<file path="src/rtl/net_ni_pkg.sv">
`default_nettype none
// ============================================================================
//  Module      : net_ni_pkg
//  Description : Shared constants and helpers for the GPU network interface.
//                Holds the drop-counter width, the default broadcast-ID
//                generator and the flit field-extraction functions. The
//                functions work on a 32-bit container; callers size-cast the
//                flit in and the field out.
//  Revision    : 1.0  initial release
// ============================================================================
package net_ni_pkg;

    localparam int DROP_CNT_W = 16;

    // All-ones destination of the given width, used as the broadcast ID.
    function automatic logic [31:0] bcast_id_default(input int dest_w);
        if (dest_w >= 32) begin
            return 32'hFFFF_FFFF;
        end
        return (32'd1 << dest_w) - 32'd1;
    endfunction

    // Destination field: the dest_w bits sitting above the payload.
    function automatic logic [31:0] dest_of(input logic [31:0] flit,
                                            input int          dest_w,
                                            input int          pay_w);
        return (flit >> pay_w) & bcast_id_default(dest_w);
    endfunction

    // Payload field: the pay_w least-significant bits.
    function automatic logic [31:0] payload_of(input logic [31:0] flit,
                                               input int          pay_w);
        return flit & bcast_id_default(pay_w);
    endfunction

endpackage
`default_nettype wire

</file>
<file path="src/rtl/net_sync_fifo.sv">
`default_nettype none
// ============================================================================
//  Module      : net_sync_fifo
//  Description : Single-clock FIFO with wrap-bit pointers. Full when the
//                pointer MSBs differ and the index bits match; empty when the
//                pointers are equal. Push and pop in the same cycle are legal
//                even at full (the pop frees the slot taken by the push).
//  Revision    : 1.0  initial release
//
//  Ports
//    ACLK        in   clock, rising edge
//    ARESETn     in   asynchronous active-low reset
//    push        in   write push_data (ignored when full and not popping)
//    push_data   in   WIDTH  data to write
//    pop         in   remove head (ignored when empty)
//    head        out  WIDTH  head entry; 0 while empty (FWFT build)
//    empty       out  FIFO holds no entries
//    not_full_q  out  registered not-full; 0 during reset and for the first
//                     cycle after release
//    level       out  $clog2(DEPTH)+1  occupancy
// ============================================================================
module net_sync_fifo #(
    parameter int WIDTH = 16,
    parameter int DEPTH = 4,
    parameter bit FWFT  = 1'b1
) (
    input  logic                       ACLK,
    input  logic                       ARESETn,
    input  logic                       push,
    input  logic [WIDTH-1:0]           push_data,
    input  logic                       pop,
    output logic [WIDTH-1:0]           head,
    output logic                       empty,
    output logic                       not_full_q,
    output logic [$clog2(DEPTH):0]     level
);

    localparam int AW = $clog2(DEPTH);
    localparam logic [AW:0] c_full_lvl = (AW+1)'(DEPTH);

    logic [AW:0]      r_wr_ptr;
    logic [AW:0]      r_rd_ptr;
    logic             r_not_full;
    logic [WIDTH-1:0] r_mem [DEPTH];

    logic             w_full;
    logic             w_push;
    logic             w_pop;
    logic [AW:0]      w_wr_next;
    logic [AW:0]      w_rd_next;
    logic [AW:0]      w_level_next;

    assign w_full  = (r_wr_ptr[AW] != r_rd_ptr[AW]) &&
                     (r_wr_ptr[AW-1:0] == r_rd_ptr[AW-1:0]);
    assign empty   = (r_wr_ptr == r_rd_ptr);
    assign w_pop   = pop && !empty;
    // A push at full is only safe when the head leaves in the same cycle.
    assign w_push  = push && (!w_full || w_pop);

    assign w_wr_next    = r_wr_ptr + (AW+1)'(w_push);
    assign w_rd_next    = r_rd_ptr + (AW+1)'(w_pop);
    assign w_level_next = w_wr_next - w_rd_next;

    always_ff @(posedge ACLK or negedge ARESETn) begin
        if (!ARESETn) begin
            r_wr_ptr   <= '0;
            r_rd_ptr   <= '0;
            r_not_full <= 1'b0;
        end else begin
            r_wr_ptr   <= w_wr_next;
            r_rd_ptr   <= w_rd_next;
            // Computed from the post-edge occupancy so the flag is never a
            // cycle stale and can gate upstream handshakes directly.
            r_not_full <= (w_level_next != c_full_lvl);
        end
    end

    always_ff @(posedge ACLK) begin
        if (w_push) begin
            r_mem[r_wr_ptr[AW-1:0]] <= push_data;
        end
    end

    generate
        if (FWFT) begin : g_fwft
            assign head = empty ? '0 : r_mem[r_rd_ptr[AW-1:0]];
        end else begin : g_reg_out
            logic [WIDTH-1:0] r_head;
            always_ff @(posedge ACLK or negedge ARESETn) begin
                if (!ARESETn) begin
                    r_head <= '0;
                end else if (w_pop) begin
                    r_head <= r_mem[r_rd_ptr[AW-1:0]];
                end
            end
            assign head = r_head;
        end
    endgenerate

    assign not_full_q = r_not_full;
    assign level      = r_wr_ptr - r_rd_ptr;

endmodule
`default_nettype wire

</file>
<file path="src/rtl/net_ni_fifo.sv">
`default_nettype none
// ============================================================================
//  Module      : net_ni_fifo
//  Description : GPU network interface. Local packets are queued in a TX FIFO
//                and streamed onto the NoC link (first-word fall-through).
//                Incoming flits addressed to NODE_ID or BCAST_ID are queued in
//                an RX FIFO for the core; all other consumed flits are dropped
//                and counted (saturating).
//                Build option NET_NI_FWD_EN: non-matching flits are forwarded
//                through a 1-entry register into the TX FIFO (ring topology),
//                with priority over local traffic; the drop counter then only
//                counts flits refused because the forward path is blocked.
//  Revision    : 1.0  initial release
//
//  Ports
//    ACLK, ARESETn                clock / asynchronous active-low reset
//    tx_dest, tx_payload          local packet fields
//    tx_valid / tx_ready          local packet handshake
//    net_data_out/net_valid_out   flit to NoC {dest,payload}
//    net_ready_in                 NoC accepts flit
//    net_data_in/net_valid_in     flit from NoC
//    net_ready_out                NI accepts incoming flit
//    rx_payload/rx_valid          RX FIFO head to core
//    rx_ready                     core pops RX head
//    tx_level, rx_level           FIFO occupancies
//    rx_drop_cnt                  saturating dropped-flit count
// ============================================================================
module net_ni_fifo
    import net_ni_pkg::*;
#(
    parameter int                NODE_ID  = 9,
    parameter int                DEST_W   = 6,
    parameter int                PAY_W    = 10,
    parameter int                TX_DEPTH = 4,
    parameter int                RX_DEPTH = 4,
    parameter logic [DEST_W-1:0] BCAST_ID = DEST_W'(bcast_id_default(DEST_W)),
    localparam int               FLIT_W   = DEST_W + PAY_W
) (
    input  logic                        ACLK,
    input  logic                        ARESETn,
    input  logic [DEST_W-1:0]           tx_dest,
    input  logic [PAY_W-1:0]            tx_payload,
    input  logic                        tx_valid,
    output logic                        tx_ready,
    output logic [FLIT_W-1:0]           net_data_out,
    output logic                        net_valid_out,
    input  logic                        net_ready_in,
    input  logic [FLIT_W-1:0]           net_data_in,
    input  logic                        net_valid_in,
    output logic                        net_ready_out,
    output logic [PAY_W-1:0]            rx_payload,
    output logic                        rx_valid,
    input  logic                        rx_ready,
    output logic [$clog2(TX_DEPTH):0]   tx_level,
    output logic [$clog2(RX_DEPTH):0]   rx_level,
    output logic [DROP_CNT_W-1:0]       rx_drop_cnt
);

    logic                  w_tx_push;
    logic [FLIT_W-1:0]     w_tx_push_data;
    logic                  w_tx_empty;
    logic                  w_tx_nf_q;
    logic                  w_rx_empty;
    logic                  w_rx_nf_q;
    logic [DEST_W-1:0]     w_in_dest;
    logic [PAY_W-1:0]      w_in_pay;
    logic                  w_in_take;
    logic                  w_match;
    logic                  w_drop_evt;
    logic [DROP_CNT_W-1:0] r_drop_cnt;

    // ---------------------------------------------------------------- TX ----
    net_sync_fifo #(
        .WIDTH (FLIT_W),
        .DEPTH (TX_DEPTH),
        .FWFT  (1'b1)
    ) u_tx_fifo (
        .ACLK       (ACLK),
        .ARESETn    (ARESETn),
        .push       (w_tx_push),
        .push_data  (w_tx_push_data),
        .pop        (net_valid_out && net_ready_in),
        .head       (net_data_out),
        .empty      (w_tx_empty),
        .not_full_q (w_tx_nf_q),
        .level      (tx_level)
    );

    assign net_valid_out = !w_tx_empty;

    // ------------------------------------------------------- RX filter ----
    assign w_in_dest = DEST_W'(dest_of(32'(net_data_in), DEST_W, PAY_W));
    assign w_in_pay  = PAY_W'(payload_of(32'(net_data_in), PAY_W));
    assign w_match   = (w_in_dest == DEST_W'(NODE_ID)) || (w_in_dest == BCAST_ID);
    assign w_in_take = net_valid_in && net_ready_out;

    net_sync_fifo #(
        .WIDTH (PAY_W),
        .DEPTH (RX_DEPTH),
        .FWFT  (1'b1)
    ) u_rx_fifo (
        .ACLK       (ACLK),
        .ARESETn    (ARESETn),
        .push       (w_in_take && w_match),
        .push_data  (w_in_pay),
        .pop        (rx_valid && rx_ready),
        .head       (rx_payload),
        .empty      (w_rx_empty),
        .not_full_q (w_rx_nf_q),
        .level      (rx_level)
    );

    assign rx_valid = !w_rx_empty;

`ifdef NET_NI_FWD_EN
    // ------------------------------------------------- forward path ----
    localparam int              TX_AW         = $clog2(TX_DEPTH);
    localparam logic [TX_AW:0]  c_tx_full_lvl = (TX_AW+1)'(TX_DEPTH);

    logic              r_fwd_valid;
    logic [FLIT_W-1:0] r_fwd_flit;
    logic              w_tx_full;
    logic              w_fwd_push;
    logic              w_fwd_block;
    logic              w_fwd_load;

    assign w_tx_full   = (tx_level == c_tx_full_lvl);
    // Forwarded traffic wins the TX push port whenever it has room.
    assign w_fwd_push  = r_fwd_valid && !w_tx_full;
    // Register occupied and unable to drain: no room for another flit.
    assign w_fwd_block = r_fwd_valid && w_tx_full;
    assign w_fwd_load  = w_in_take && !w_match;

    assign tx_ready       = w_tx_nf_q && !w_fwd_push;
    assign w_tx_push      = w_fwd_push || (tx_valid && tx_ready);
    assign w_tx_push_data = w_fwd_push ? r_fwd_flit : {tx_dest, tx_payload};
    assign net_ready_out  = w_rx_nf_q && !w_fwd_block;
    assign w_drop_evt     = net_valid_in && !w_match && w_rx_nf_q && w_fwd_block;

    always_ff @(posedge ACLK or negedge ARESETn) begin
        if (!ARESETn) begin
            r_fwd_valid <= 1'b0;
            r_fwd_flit  <= '0;
        end else if (w_fwd_load) begin
            // A load while the old entry drains this cycle is a hand-over.
            r_fwd_valid <= 1'b1;
            r_fwd_flit  <= net_data_in;
        end else if (w_fwd_push) begin
            r_fwd_valid <= 1'b0;
        end
    end
`else
    assign tx_ready       = w_tx_nf_q;
    assign w_tx_push      = tx_valid && tx_ready;
    assign w_tx_push_data = {tx_dest, tx_payload};
    assign net_ready_out  = w_rx_nf_q;
    // Non-matching flits are still consumed so they never stall the link.
    assign w_drop_evt     = w_in_take && !w_match;
`endif

    // ------------------------------------------------ drop counter ----
    always_ff @(posedge ACLK or negedge ARESETn) begin
        if (!ARESETn) begin
            r_drop_cnt <= '0;
        end else if (w_drop_evt && (r_drop_cnt != {DROP_CNT_W{1'b1}})) begin
            r_drop_cnt <= r_drop_cnt + DROP_CNT_W'(1);
        end
    end

    assign rx_drop_cnt = r_drop_cnt;

endmodule
`default_nettype wire

</file>
<file path="config.mk">
export PLATFORM = sky130hd
export DESIGN_NAME = net_ni_fifo
export DESIGN_NICKNAME = d
export VERILOG_FILES = /design/src/rtl/net_ni_pkg.sv /design/src/rtl/net_sync_fifo.sv /design/src/rtl/net_ni_fifo.sv
export SDC_FILE = /design/constraint.sdc
export NUM_CORES = 1
export LEC_CHECK = 0
export ABC_CLOCK_PERIOD_IN_PS = 4800
export CORE_MARGIN = 4
export CORE_UTILIZATION = 30
export CTS_BUF_LIST = sky130_fd_sc_hd__clkbuf_8
export DETAILED_ROUTE_END_ITERATION = 16
export PLACE_DENSITY = 0.59
export REMOVE_ABC_BUFFERS = 1
export SLEW_MARGIN = 20
export SYNTH_ARGS = -nofsm -noshare
export SYNTH_HDL_FRONTEND = slang
export SYNTH_SLANG_ARGS = --single-unit
</file>
<file path="constraint.sdc">
create_clock -name ACLK -period 4.8 [get_ports ACLK]
set_clock_uncertainty 0.1 [all_clocks]
set_input_delay 1.2 -clock ACLK [delete_from_list [all_inputs] [get_ports ACLK]]
set_output_delay 1.2 -clock ACLK [all_outputs]
set_load 0.05 [all_outputs]
</file>
==> results.toml <==
[timing]
fin_crit_ps = 4113
max_freq_mhz = 243.1
final-max-slew-violation-count = 0
fin_ws_ps = 687.1
setup_viol = 0
period_share_pct = 85.69
rsz0062_at_grt = "false"
setup-tns-final_ps = 0
hold_viol_final = 0
maxSlewHeadroom_pct = 44.97
tightest_slew_ps = 815.2

[placed_design]
numPortBuffers = 89
place_ws_ps = 781.0
gp_congestion = 0.7133
dp.final_hpwl_um = 7805

[clock_tree]
root_buffer = "clkbuf_8"
cts_hold_buf = 0
clkSinkCount = 134
ctsHtreeMaxLevel = 4
path_clk_slew_ps = 70
cts_resized = 0
cts_buffer_depth = 2
cts_tree = "done"
cts_made_buffers = 17
cts_setup_buffers = 0
worstSkewPairLatency_ps = 440

[cells_and_area]
multi_input_area_sq_um = 1699
nets = 498
final_common_cell = "edfxtp_1"
area_growth_pct = 28.65
layout_common_cells = "edfxtp_1 (104), clkdlybuf4s50_1 (89), dfrtp_1 (30)"
final_layout_size_suffix_gt1_share_pct = 17.40
seq_area_sq_um = 3874
fill_cells = 1706
antenna_cells = 0

[critical_path]
cp-start-kind = "register"
rr_endpoint = "u_tx_fifo.not_full_q"
r2r_cells = 12
r2r_slack_ps = 1650
critical_path_class = "register to primary output"
worstPathMaxFanout = 18
cp.arrival_ps = 2810
cp-end-kind = "primary output"
required_ps = 3500
regToRegStartpoint = "u_tx_fifo.r_wr_ptr[0]"

[floorplan]
coreArea_sq_um = 18710
die_x_um = 145.8
start_util_pct = 30.44
die-area_sq_um = 21250
rows = 50
die_h_um = 145.8
pin_count = 90

[logic_synthesis]
syn_inst = 331
ys_seq_elements = 134
syn_area_sq_um = 5694
synth.avg_cell_area_sq_um = 17.20
synth.distinct_cells = 34
ys_warn_count = 0
seq_area_frac_synth_pct = 68.03

[global_routing]
grt_pass1_wl_um = 18750
grtUsageTotal_pct = 11.39
grt_pass1_vias = 3486
overflow = 0
antenna_found_initial = 0
grt_max_degree = 31

[status]
status = "finished, final reports clean"

[route]
drc = 0
viasPerCell = 4.638
vias = 3191
wl_um = 11500
drt_iter0_markers = 138
drt_pre_antenna_iters = 4
antenna_left = 0
wl_per_cell_um = 16.72

[worst_hold_path]
min_path_type = "register to register"
min_path_cells = 1
hold_end = "rx_drop_cnt[11]"
hold_start = "rx_drop_cnt[11]"

[run]
maxCapViolations = 0
==> critical path, cell delays in order, from the launching register on <==
cell and delay [ps]:
dfrtp_1 440, inv_1 70, ha_1 310, and3_1 690, nor2b_1 130, clkdlybuf4s50_1 740
==> worst max-delay path by stage <==
| stage | slack, ps | to | cells past startpoint | start |
|---|---|---|---|---|
| floorplan | 1180 | tx_level[2] | 3 | u_tx_fifo.r_rd_ptr[0] |
| global placement | 870 | u_rx_fifo.not_full_q | 12 | net_data_in[11] |
| detailed placement | 780 | u_rx_fifo.not_full_q | 12 | net_data_in[11] |
| CTS | 580 | net_data_out[7] | 5 | u_tx_fifo.r_wr_ptr[0] |
| global route | 480 | net_data_out[7] | 5 | u_tx_fifo.r_wr_ptr[0] |
| finish | 690 | net_data_out[7] | 5 | u_tx_fifo.r_wr_ptr[0] |
==> kinds of logic after synthesis <==
kind of cell | after synthesis | share of synthesized area, %
compound gates | 4 | 1.055
xor+xnor | 24 | 3.691
fa+ha+maj | 19 | 4.439
buf+inv | 32 | 2.307
flops | 134 | 68.03
mux | 27 | 10.48
simple gates | 91 | 9.998
==> cell type report <==
type / instances / area share [%]
clock buffers: 17 / 3.194
clock inverters: 15 / 2.118
inverters: 20 / 1.025
multi-input cells: 165 / 23.19
flip-flops and latches: 134 / 52.88
well taps: 234 / 3.997
repair buffers: 103 / 13.60
==> per-layer routing <==
metal	GRT usage [%]	share of wire [%]	vias to the layer above
met3	4.049	5.8	10
met4	3.989	1.0	0
li1	-	-	1484
met1	13.35	43	1614
met2	19.42	50	83
met5	0	0	-
==> cells in the mapped netlist, drive strengths merged <==
master	count	area, sq um
a21oi	1	16.27
a2bb2oi	1	8.760
and2	2	12.51
and3	3	18.77
and4	3	26.28
buf	4	26.27
clkbuf	8	30.03
dfrtp	30	750.7
edfxtp	104	3123
fa	2	40.04
ha	17	212.7
inv	20	75.07
mux2	1	11.26
mux4	26	585.6
nand2	9	33.78
nand2b	2	12.51
nand3	3	15.01
nand3b	1	7.510
nand4	8	50.05
nand4b	4	35.03
nor2	6	22.52
nor2b	29	181.4
nor3	9	50.05
nor3b	1	7.510
nor4	7	43.79
nor4b	3	41.29
o311ai	2	35.04
or4	1	11.26
xnor2	10	87.58
xor2	14	122.6
==> metrics by stage <==
step                area [sq um]  instances  hold slack, ps  utilization [%]
floorplan                   5638        319           390.7                -
global placement            6937        656           375.2            37.08
detailed placement          6937        656           410.7            37.08
CTS                         7326        688           423.5            39.16
global route                7326        688           443.8            39.16
finish                      7326        688           417.6            39.16
==> sequential cells by signal, summed over array words and instances, names as in the netlist <==
register              flops
u_tx_fifo.r_rd_ptr        3
u_rx_fifo.not_full_q      1
rx_drop_cnt              16
u_rx_fifo.r_rd_ptr        3
u_tx_fifo.r_mem          64
u_tx_fifo.r_wr_ptr        3
u_rx_fifo.r_mem          40
u_tx_fifo.not_full_q      1
u_rx_fifo.r_wr_ptr        3
Power is left out: the tool's default activity adds up to more than one toggle a clock period on the data nets, which glitch-free logic cannot reach.
==> patch, RTL diff (config.mk and constraints unchanged) <==
The parameter `PAY_W` goes from 10 to 8.
--- a/src/rtl/net_ni_fifo.sv
+++ b/src/rtl/net_ni_fifo.sv
@@ -32,3 +32,3 @@
     parameter int                DEST_W   = 6,
-    parameter int                PAY_W    = 10,
+    parameter int                PAY_W    = 8,
     parameter int                TX_DEPTH = 4,
Interface: changed (resized net_data_in, net_data_out, rx_payload and tx_payload); port bits go from 90 to 82. The function was not compared with the original's and may differ.
==> patch against the unedited design <==
Worst hold slack improved by 0.0037 ns. Via count fell by 8.7%. Register-to-register slack got worse by 0.02 ns. Worst setup slack got worse by 0.081 ns. Area after synthesis shrank 11%. Sequential cell count shrank 16. Routed wire length down 13%. Critical path depth is the same. Cell area decreased by 9.5%.
Power is left out: the tool's default activity adds up to more than one toggle a clock period on the data nets, which glitch-free logic cannot reach.
==> patch: results (changes against the unedited design) <==
| Metric | Value |
|---|---|
| EDFF count, synth | `88 (was 104)` |
| Routing usage on met3 | `4.64% (was 4.05%)` |
| Pre-CTS WS | `0.804 ns (was 0.781 ns)` |
| Final WL | `10000 µm (was 11500 µm)` |
| Vias/cell | `4.54 (was 4.64)` |
| Max reg flops | `56 (was 64)` |
| Synth top area cells | `edfxtp_1 52%, dfrtp_1 15%, mux4_2 9.8%, ha_1 4.2%, xor2_1 3.1% (was edfxtp_1 55%, dfrtp_1 13%, mux4_2 10%, ha_1 3.7%, nor2b_1 3.2%)` |
| Synth cell types | `31 (was 34)` |
| Clk Latency, worst-skew pair | `0.43 ns` |
| PortBufs | `81 (was 89)` |
| Slew @ Worst Pin | `0.802 ns (was 0.815 ns)` |
| N_diodes | `0 (unchanged)` |
| Placement Cell Area | `6210 µm² (was 6940 µm²)` |
| Synth cell count leaders | `88 x edfxtp_1, 30 x dfrtp_1, 25 x nor2b_1 (was 104 x edfxtp_1, 30 x dfrtp_1, 29 x nor2b_1)` |
| Ys async rst share | `25.4% (was 22.4%)` |
| DP Cell Count | `610 (was 656)` |
| Clk root buf | `clkbuf_8 (unchanged)` |
| Uppermost layer routed | `met4 (unchanged)` |
| FF-to-FF End | `u_tx_fifo.not_full_q (unchanged)` |
| Synth Instances | `307 (was 331)` |
| Hold crit path type | `flop to flop (unchanged)` |
| WHS Path Cells | `1 (unchanged)` |
| Fin nets | `462 (was 498)` |
| Worst-case clock buffer depth | `2 (unchanged)` |
| DR iter-0 viols | `182 (was 138)` |
| Hpwl dp | `6830 µm (was 7800 µm)` |
| Arr. time, crit path | `2.89 ns (was 2.81 ns)` |
| Number of global-route vias before repair | `3158 (was 3486)` |
| Global-route wire length before repair | `16200 µm (was 18800 µm)` |
| Initial DRT Pass Iterations | `4 (unchanged)` |
| Register area share after synthesis | `67.0% (was 68.0%)` |
| Run status | `complete, no violations (unchanged)` |
| CP top delay family | `buffers and inverters (was simple AND/OR/NAND/NOR gates)` |
| Layout cell share with drive strength beyond 1 | `16.6% (was 17.4%)` |
| Worst setup path start | `u_rx_fifo.r_rd_ptr[1] (was u_tx_fifo.r_wr_ptr[0])` |
| Metal-1 WL | `4240 µm (was 4910 µm)` |
| Reg2Reg Setup Slack | `1.63 ns (was 1.65 ns)` |
| Met1 usage | `12.9% (was 13.4%)` |
| CP endpoint | `rx_payload[4] (was net_data_out[7])` |
| Total track usage | `11.4% (about the same)` |
| Hold WS | `0.421 ns (was 0.418 ns)` |
| Crit Path Max Fanout | `11 (was 18)` |
| Met3 routed WL | `618 µm (was 668 µm)` |
| Worst R2R Path Depth | `12 (unchanged)` |
| Hold Startpoint | `rx_drop_cnt[11] (unchanged)` |
| Met2 WL | `5050 µm (was 5810 µm)` |
| Post-Layout Cell Count | `642 (was 688)` |
| Worst path max stage delay | `0.84 ns (was 0.74 ns)` |
| Grt met2 use | `19.3% (was 19.4%)` |
| Synth Flop Type | `edfxtp_1 (unchanged)` |
| Gpl congestion | `0.715 (was 0.713)` |
| Fill count | `1566 (was 1706)` |
| Final period util | `87.4% (was 85.7%)` |
## patch: kinds of logic after synthesis
| family | synth area share, % |
|---|---|
| xor+xnor | 4.32 |
| simple gates | 10.2 |
| flops | 67.0 |
| compound gates | 1.01 |
| mux | 10.0 |
| buf+inv | 2.47 |
| fa+ha+maj | 4.99 |
## patch: worst reg2reg max path, cell delays in order, from the launching register on
cell,delay [ns]
dfrtp_1,0.43
inv_1,0.07
ha_1,0.30
nand2_1,0.05
o311ai_0,0.67
inv_1,0.14
ha_1,0.22
ha_1,0.29
ha_1,0.18
nand2b_1,0.15
xnor2_1,0.21
nor2_1,0.05
nand4b_1,0.17
## patch: final cells by class
cell class                 instances  area [µm²]  area share (%)
clock buffer                      17         234            3.53
tap                              220         275            4.15
inverter                          19        71.3            1.08
sequential                       118        3390            51.2
clock inverter                    15         188            2.83
multi-input combinational        159        1560            23.5
timing repair buffer              94         908            13.7
